===== config.mk =====
export PLATFORM = sky130hd
export DESIGN_NAME = qpu_time_trigger
export DESIGN_NICKNAME = d
export VERILOG_FILES = /design/src/rtl/qpu_time_trigger.sv
export SDC_FILE = /design/constraint.sdc
export NUM_CORES = 1
export LEC_CHECK = 0
export CORE_ASPECT_RATIO = 1.75
export CORE_UTILIZATION = 44
export DETAILED_ROUTE_END_ITERATION = 12
export PLACE_DENSITY = 0.92
export SETUP_SLACK_MARGIN = 0.5
export SYNTH_ARGS = -nofsm -noshare
export SYNTH_HDL_FRONTEND = slang
export SYNTH_SLANG_ARGS = --single-unit

===== constraint.sdc =====
create_clock -name clk -period 2.37 [get_ports clk]
set_input_delay 0.237 -clock clk [delete_from_list [all_inputs] [get_ports clk]]
set_output_delay 0.237 -clock clk [all_outputs]
set_load 0.02 [all_outputs]

===== src/rtl/qpu_time_trigger.sv =====
// Timeline master for the execution-unit time/event queue: owns the timestamp,
// drives the queue trigger, re-issues released events and watches for stalls.
module qpu_time_trigger #(
  parameter int TIME_WIDTH       = 16,
  parameter int EVENT_NUM        = 10,
  parameter int EVENT_WIRE_WIDTH = 64,
  parameter int STALL_LIMIT      = 1024
) (
  input  logic                        clk,
  input  logic                        rst_n,
  input  logic                        start,
  input  logic                        stop,
  output logic [TIME_WIDTH-1:0]       trigger_o_clk,
  output logic                        i_trigger,
  input  logic                        trigger_o_clk_ena,
  input  logic [EVENT_NUM-1:0]        evq_dest_o_valid,
  input  logic [EVENT_WIRE_WIDTH-1:0] evq_dest_o_data,
  output logic [EVENT_NUM-1:0]        evt_o_valid,
  output logic [EVENT_WIRE_WIDTH-1:0] evt_o_data,
  output logic [TIME_WIDTH-1:0]       evt_o_time,
  output logic                        busy,
  output logic                        stall_err,
  output logic                        wrap
);

  localparam int STALL_W = $clog2(STALL_LIMIT);
  localparam logic [STALL_W-1:0] STALL_MAX = STALL_W'(STALL_LIMIT - 1);

  typedef enum logic [1:0] {
    IDLE  = 2'd0,
    RUN   = 2'd1,
    STALL = 2'd2,
    ERROR = 2'd3
  } state_e;

  state_e                      state_q, state_d;
  logic                        trig_q, trig_d;
  logic [TIME_WIDTH-1:0]       time_q, time_d;
  logic                        wrap_q, wrap_d;
  logic                        err_q, err_d;
  logic [STALL_W-1:0]          stall_q, stall_d;
  logic [EVENT_NUM-1:0]        valid_q, valid_d;
  logic [EVENT_WIRE_WIDTH-1:0] data_q, data_d;
  logic [TIME_WIDTH-1:0]       evtime_q, evtime_d;
  logic                        restart;

  always_ff @(posedge clk or negedge rst_n) begin
    if (!rst_n) begin
      state_q  <= IDLE;
      trig_q   <= 1'b0;
      time_q   <= '0;
      wrap_q   <= 1'b0;
      err_q    <= 1'b0;
      stall_q  <= '0;
      valid_q  <= '0;
      data_q   <= '0;
      evtime_q <= '0;
    end else begin
      state_q  <= state_d;
      trig_q   <= trig_d;
      time_q   <= time_d;
      wrap_q   <= wrap_d;
      err_q    <= err_d;
      stall_q  <= stall_d;
      valid_q  <= valid_d;
      data_q   <= data_d;
      evtime_q <= evtime_d;
    end
  end

  // stop always wins; start only matters when the timeline is not active
  always_comb begin
    state_d = state_q;
    case (state_q)
      IDLE, ERROR: begin
        if (stop)       state_d = IDLE;
        else if (start) state_d = RUN;
      end
      RUN: begin
        if (stop)                    state_d = IDLE;
        else if (!trigger_o_clk_ena) state_d = STALL;
      end
      STALL: begin
        if (stop)                      state_d = IDLE;
        else if (trigger_o_clk_ena)    state_d = RUN;
        else if (stall_q == STALL_MAX) state_d = ERROR;
      end
      default: state_d = IDLE;
    endcase
  end

  assign restart = ((state_q == IDLE) || (state_q == ERROR)) && start && !stop;

  // Trigger is computed from the next state so that it leaves a flop directly
  always_comb begin
    trig_d   = (state_d == RUN) || (state_d == STALL);
    time_d   = time_q;
    wrap_d   = wrap_q;
    stall_d  = stall_q;
    err_d    = err_q;
    valid_d  = '0;
    data_d   = data_q;
    evtime_d = evtime_q;

    if (restart) begin
      time_d  = '0;
      wrap_d  = 1'b0;
      stall_d = '0;
    end else if (trig_q) begin
      if (trigger_o_clk_ena) begin
        time_d  = time_q + 1'b1;
        stall_d = '0;
        if (&time_q) wrap_d = 1'b1;
      end else if (stall_q != STALL_MAX) begin
        stall_d = stall_q + 1'b1;
      end
    end

    if (stop || restart)                        err_d = 1'b0;
    else if (state_q == STALL && state_d == ERROR) err_d = 1'b1;

    if (trig_q) begin
      valid_d = evq_dest_o_valid;
      if (|evq_dest_o_valid) begin
        data_d   = evq_dest_o_data;
        evtime_d = time_q;
      end
    end
  end

  assign trigger_o_clk = time_q;
  assign i_trigger     = trig_q;
  assign busy          = trig_q;
  assign stall_err     = err_q;
  assign wrap          = wrap_q;
  assign evt_o_valid   = valid_q;
  assign evt_o_data    = data_q;
  assign evt_o_time    = evtime_q;

endmodule


==> impl_table.tex <==
\begin{tabular}{lr}
\hline
Metric & Value \\
\hline
\multicolumn{2}{l}{\textbf{Floorplanning}} \\
Cell Rows & 51 \\
Die height & 144 um \\
Horizontal extent of the die & 83.3 um \\
Full die area & 12000 um\^{}2 \\
Starting density of the core & 0.455 \\
\# IOs & 189 \\
Total core area & 11200 um\^{}2 \\
\multicolumn{2}{l}{\textbf{Clock network}} \\
Max H-tree Level & 4 \\
Worst-Skew Late Latency & 0.40 ns \\
Total CTS buffers & 17 \\
Clock edge transition at the registers on the reported setup and hold paths & 0.06 ns \\
Buffer depth of the longest clock path & 2 \\
Clock tree from TritonCTS & done \\
Clock sink count & 121 \\
Buffer cell driving the clock tree root & sky130\_fd\_sc\_hd\_\_clkbuf\_16 \\
\multicolumn{2}{l}{\textbf{Cells and area}} \\
Antenna Diode Count & 0 \\
Layout Cell Area excl Fill & 8030 um\^{}2 \\
\# nets final & 682 \\
Most common library cell in the layout ignoring fill and taps & sky130\_fd\_sc\_hd\_\_clkdlybuf4s50\_1 \\
Count of fill cells added during filler insertion & 697 \\
Post-layout instance count excluding filler cells & 743 \\
Area growth from synthesis to layout & 57.8\% \\
Fraction of final layout cells with drive strength greater than 1 & 0.288 \\
Commonest cells after routing, fill and taps aside & sky130\_fd\_sc\_hd\_\_clkdlybuf4s50\_1, sky130\_fd\_sc\_hd\_\_dfrtp\_1, sky130\_fd\_sc\_hd\_\_mux2\_2, sky130\_fd\_sc\_hd\_\_buf\_4 \\
\multicolumn{2}{l}{\textbf{Routing}} \\
Routed length on met3 & 839 um \\
Routed via count & 4054 \\
Average vias per placed instance & 5.46 \\
DR WL/cell & 19.3 um \\
Drt first pass iters & 4 \\
Count of unresolved DRC violations after routing & 0 \\
Max layer used & met4 \\
Total length of routed met2 wires & 8070 um \\
Routed Wire Length & 14400 um \\
Iter 0 DRT Violations & 210 \\
Post-DRT Antenna Nets & 0 \\
Length of routed wiring on met1 & 5150 um \\
\multicolumn{2}{l}{\textbf{GRT}} \\
Global Route Usage Sum & 0.232 \\
Number of antenna violations at the first check in global routing & 0 \\
Largest net degree at the start of global routing & 81 \\
Via count of the first global-routing pass & 4150 \\
First-pass GRT wire length & 21500 um \\
GRT overflow & 0 \\
\multicolumn{2}{l}{\textbf{Min path}} \\
Hold Path Class & input port to asynchronous set/reset pin \\
\multicolumn{2}{l}{\textbf{Logic synthesis}} \\
Syn Area/Cell & 13.7 um\^{}2 \\
Proportion of register bits with asynchronous set or reset after synthesis & 1.00 \\
Sequential cell area fraction in the yosys report & 0.595 \\
Most common flop cell mapped by yosys & sky130\_fd\_sc\_hd\_\_dfrtp\_1 \\
Post-synth net total & 455 \\
Number of register bits inferred by synthesis & 121 \\
Synth Cell Area & 5080 um\^{}2 \\
Number of flops mapped to enable cells by yosys & 0 \\
Post-synthesis instance total & 371 \\
Yosys warnings & 0 \\
Netlist cell types & 45 \\
\multicolumn{2}{l}{\textbf{Setup path}} \\
Number of cells on the worst reg-to-reg path & 9 \\
Required time of the worst setup path & 2.68 ns \\
Endpoint class of the critical path & flop \\
Kind of start point of the critical path & flop \\
Arrival time at the worst endpoint & 2.31 ns \\
Setup Crit Path Kind & flop to flop \\
Biggest fanout along the worst timing path & 6 \\
\multicolumn{2}{l}{\textbf{Status}} \\
Outcome & completed \\
\multicolumn{2}{l}{\textbf{STA}} \\
Worst-case headroom to the max-slew limit & 0.523 \\
Worst-Margin Slew & 0.716 ns \\
Minimum period implied by the final worst setup slack & 2.00 ns \\
Final number of max-transition violations & 0 \\
Setup TNS & 0 ns \\
Share of the clock period used by the worst path & 0.845 \\
Setup repair after global routing missed its margin & yes \\
Final hold vios & 0 \\
Final count of negative-setup-slack endpoints & 0 \\
Final worst setup slack & 0.368 ns \\
Highest achievable clock rate & 499 MHz \\
Layout Skew & 0.00667 ns \\
\multicolumn{2}{l}{\textbf{Placed design}} \\
Gp weighted congestion & 0.869 \\
Placed cells & 681 \\
Input/output buffers & 188 \\
Pre-CTS worst setup slack & 0.192 ns \\
Cell area after placement & 7100 um\^{}2 \\
DP HPWL & 9560 um \\
\multicolumn{2}{l}{\textbf{Power}} \\
Worst-case vdd ir drop & 0.681 mV \\
Cell Pwr Density & 985 nW/um\^{}2 \\
Leak & 3.44 nW \\
\multicolumn{2}{l}{\textbf{Flow run}} \\
Count of max-cap constraint violations & 0 \\
\hline
\end{tabular}
-- kinds of logic after synthesis --
group,share of synthesized area
xor+xnor,0.0155
mux,0.181
compound gates,0.0706
flops,0.595
buf+inv,0.0300
fa+ha+maj,0.0123
simple gates,0.0947
-- state kept, by name, indices dropped and copies added, names as in the netlist --
signal and cells:
busy 1, evt_o_valid 10, wrap 1, trigger_o_clk 16, evt_o_time 16, evt_o_data 64, stall_q 10, stall_err 1
state_q 2
-- Yosys cell counts, types with 2 or more instances --
cell                       instances  area [um^2]
sky130_fd_sc_hd__a211oi_1          6         45.0
sky130_fd_sc_hd__a21oi_1          12         60.1
sky130_fd_sc_hd__a31o_2            2         17.5
sky130_fd_sc_hd__a31oi_1           4         25.0
sky130_fd_sc_hd__and2_1           12         75.1
sky130_fd_sc_hd__and3_1            2         12.5
sky130_fd_sc_hd__and4_1            4         35.0
sky130_fd_sc_hd__buf_2             2         10.0
sky130_fd_sc_hd__buf_4             6         45.0
sky130_fd_sc_hd__buf_6             6         67.6
sky130_fd_sc_hd__clkbuf_1          2         7.51
sky130_fd_sc_hd__dfrtp_1         121         3030
sky130_fd_sc_hd__ha_1              5         62.6
sky130_fd_sc_hd__inv_1             5         18.8
sky130_fd_sc_hd__mux2_2           81          912
sky130_fd_sc_hd__nand2_1          16         60.1
sky130_fd_sc_hd__nand2b_1          2         12.5
sky130_fd_sc_hd__nand3_1          10         50.1
sky130_fd_sc_hd__nand4_1           3         18.8
sky130_fd_sc_hd__nor2_1           17         63.8
sky130_fd_sc_hd__nor3_1            3         15.0
sky130_fd_sc_hd__nor4_1            4         25.0
sky130_fd_sc_hd__o21ai_0           4         20.0
sky130_fd_sc_hd__o311ai_0          2         17.5
sky130_fd_sc_hd__o31ai_1           8         60.1
sky130_fd_sc_hd__o41ai_1           2         17.5
sky130_fd_sc_hd__or4_1             5         37.5
sky130_fd_sc_hd__xnor2_1           5         43.8
sky130_fd_sc_hd__xor2_1            4         35.0
-- critical path: stages, from the launching register on --
cell and delay [ns]:
sky130_fd_sc_hd__dfrtp_1 0.40, sky130_fd_sc_hd__inv_2 0.10, sky130_fd_sc_hd__ha_4 0.23, sky130_fd_sc_hd__buf_6 0.14, sky130_fd_sc_hd__o21ai_4 0.18, sky130_fd_sc_hd__o31ai_4 0.11, sky130_fd_sc_hd__a2111oi_4 0.26, sky130_fd_sc_hd__ha_2 0.24
sky130_fd_sc_hd__a21oi_2 0.05, sky130_fd_sc_hd__a211oi_2 0.19
-- layer usage --
metal | GRT usage | vias up
li1 | - | 1819
met1 | 0.244 | 2018
met2 | 0.434 | 191
met3 | 0.0656 | 26
met4 | 0.0953 | 0
met5 | 0 | -
-- final timing paths --
check	end	slack [ns]	startpoint
max in group asynchronous	evt_o_valid[0]	1.25	rst_n
max	stall_err	0.37	state_q[0]
min in group clk	evt_o_valid[5]	0.45	evq_dest_o_valid[5]
min reg2reg	wrap	0.50	wrap
min	evt_o_data[9]	0.44	rst_n
max reg2reg	stall_err	0.37	state_q[0]
-- power by group --
part / internal, mW / total (mW) / switching, mW / leakage (nW)
clock: 1.49 / 2.38 / 0.891 / 0.257
sequential: 2.56 / 2.86 / 0.297 / 1.53
combinational: 1.42 / 2.66 / 1.24 / 1.65
-- through the flow --
stage	utilization	hold slack, ns	total power, mW
detailed placement	0.636	0.336	5.49
global placement	0.636	0.311	5.36
global route	0.719	0.438	8.23
finish	0.719	0.443	7.91
floorplan	-	-0.0586	4.12
CTS	0.700	0.430	7.92
-- final cells by class --
type | count | area (um^2) | share of cell area
multi-input combinational | 229 | 2040 | 0.254
clock buffer | 21 | 460 | 0.0574
inverter | 5 | 18.8 | 0.00234
sequential | 121 | 3030 | 0.378
timing repair buffer | 224 | 2210 | 0.276
clock inverter | 11 | 98.8 | 0.0123
tap | 132 | 165 | 0.0206
-- repair_timing --
| item | CTS | global route |
|---|---|---|
| hold buffers | 1 | 0 |
| hold endpoints to repair | 50 | 0 |
| cloned | 0 | 1 |
| resized for setup | 10 | 25 |
| setup endpoints to repair | 97 | 51 |
| setup buffers | 14 | 14 |
| pin swaps | 8 | 16 |
No activity file was read; power rests on OpenSTA's default activity.
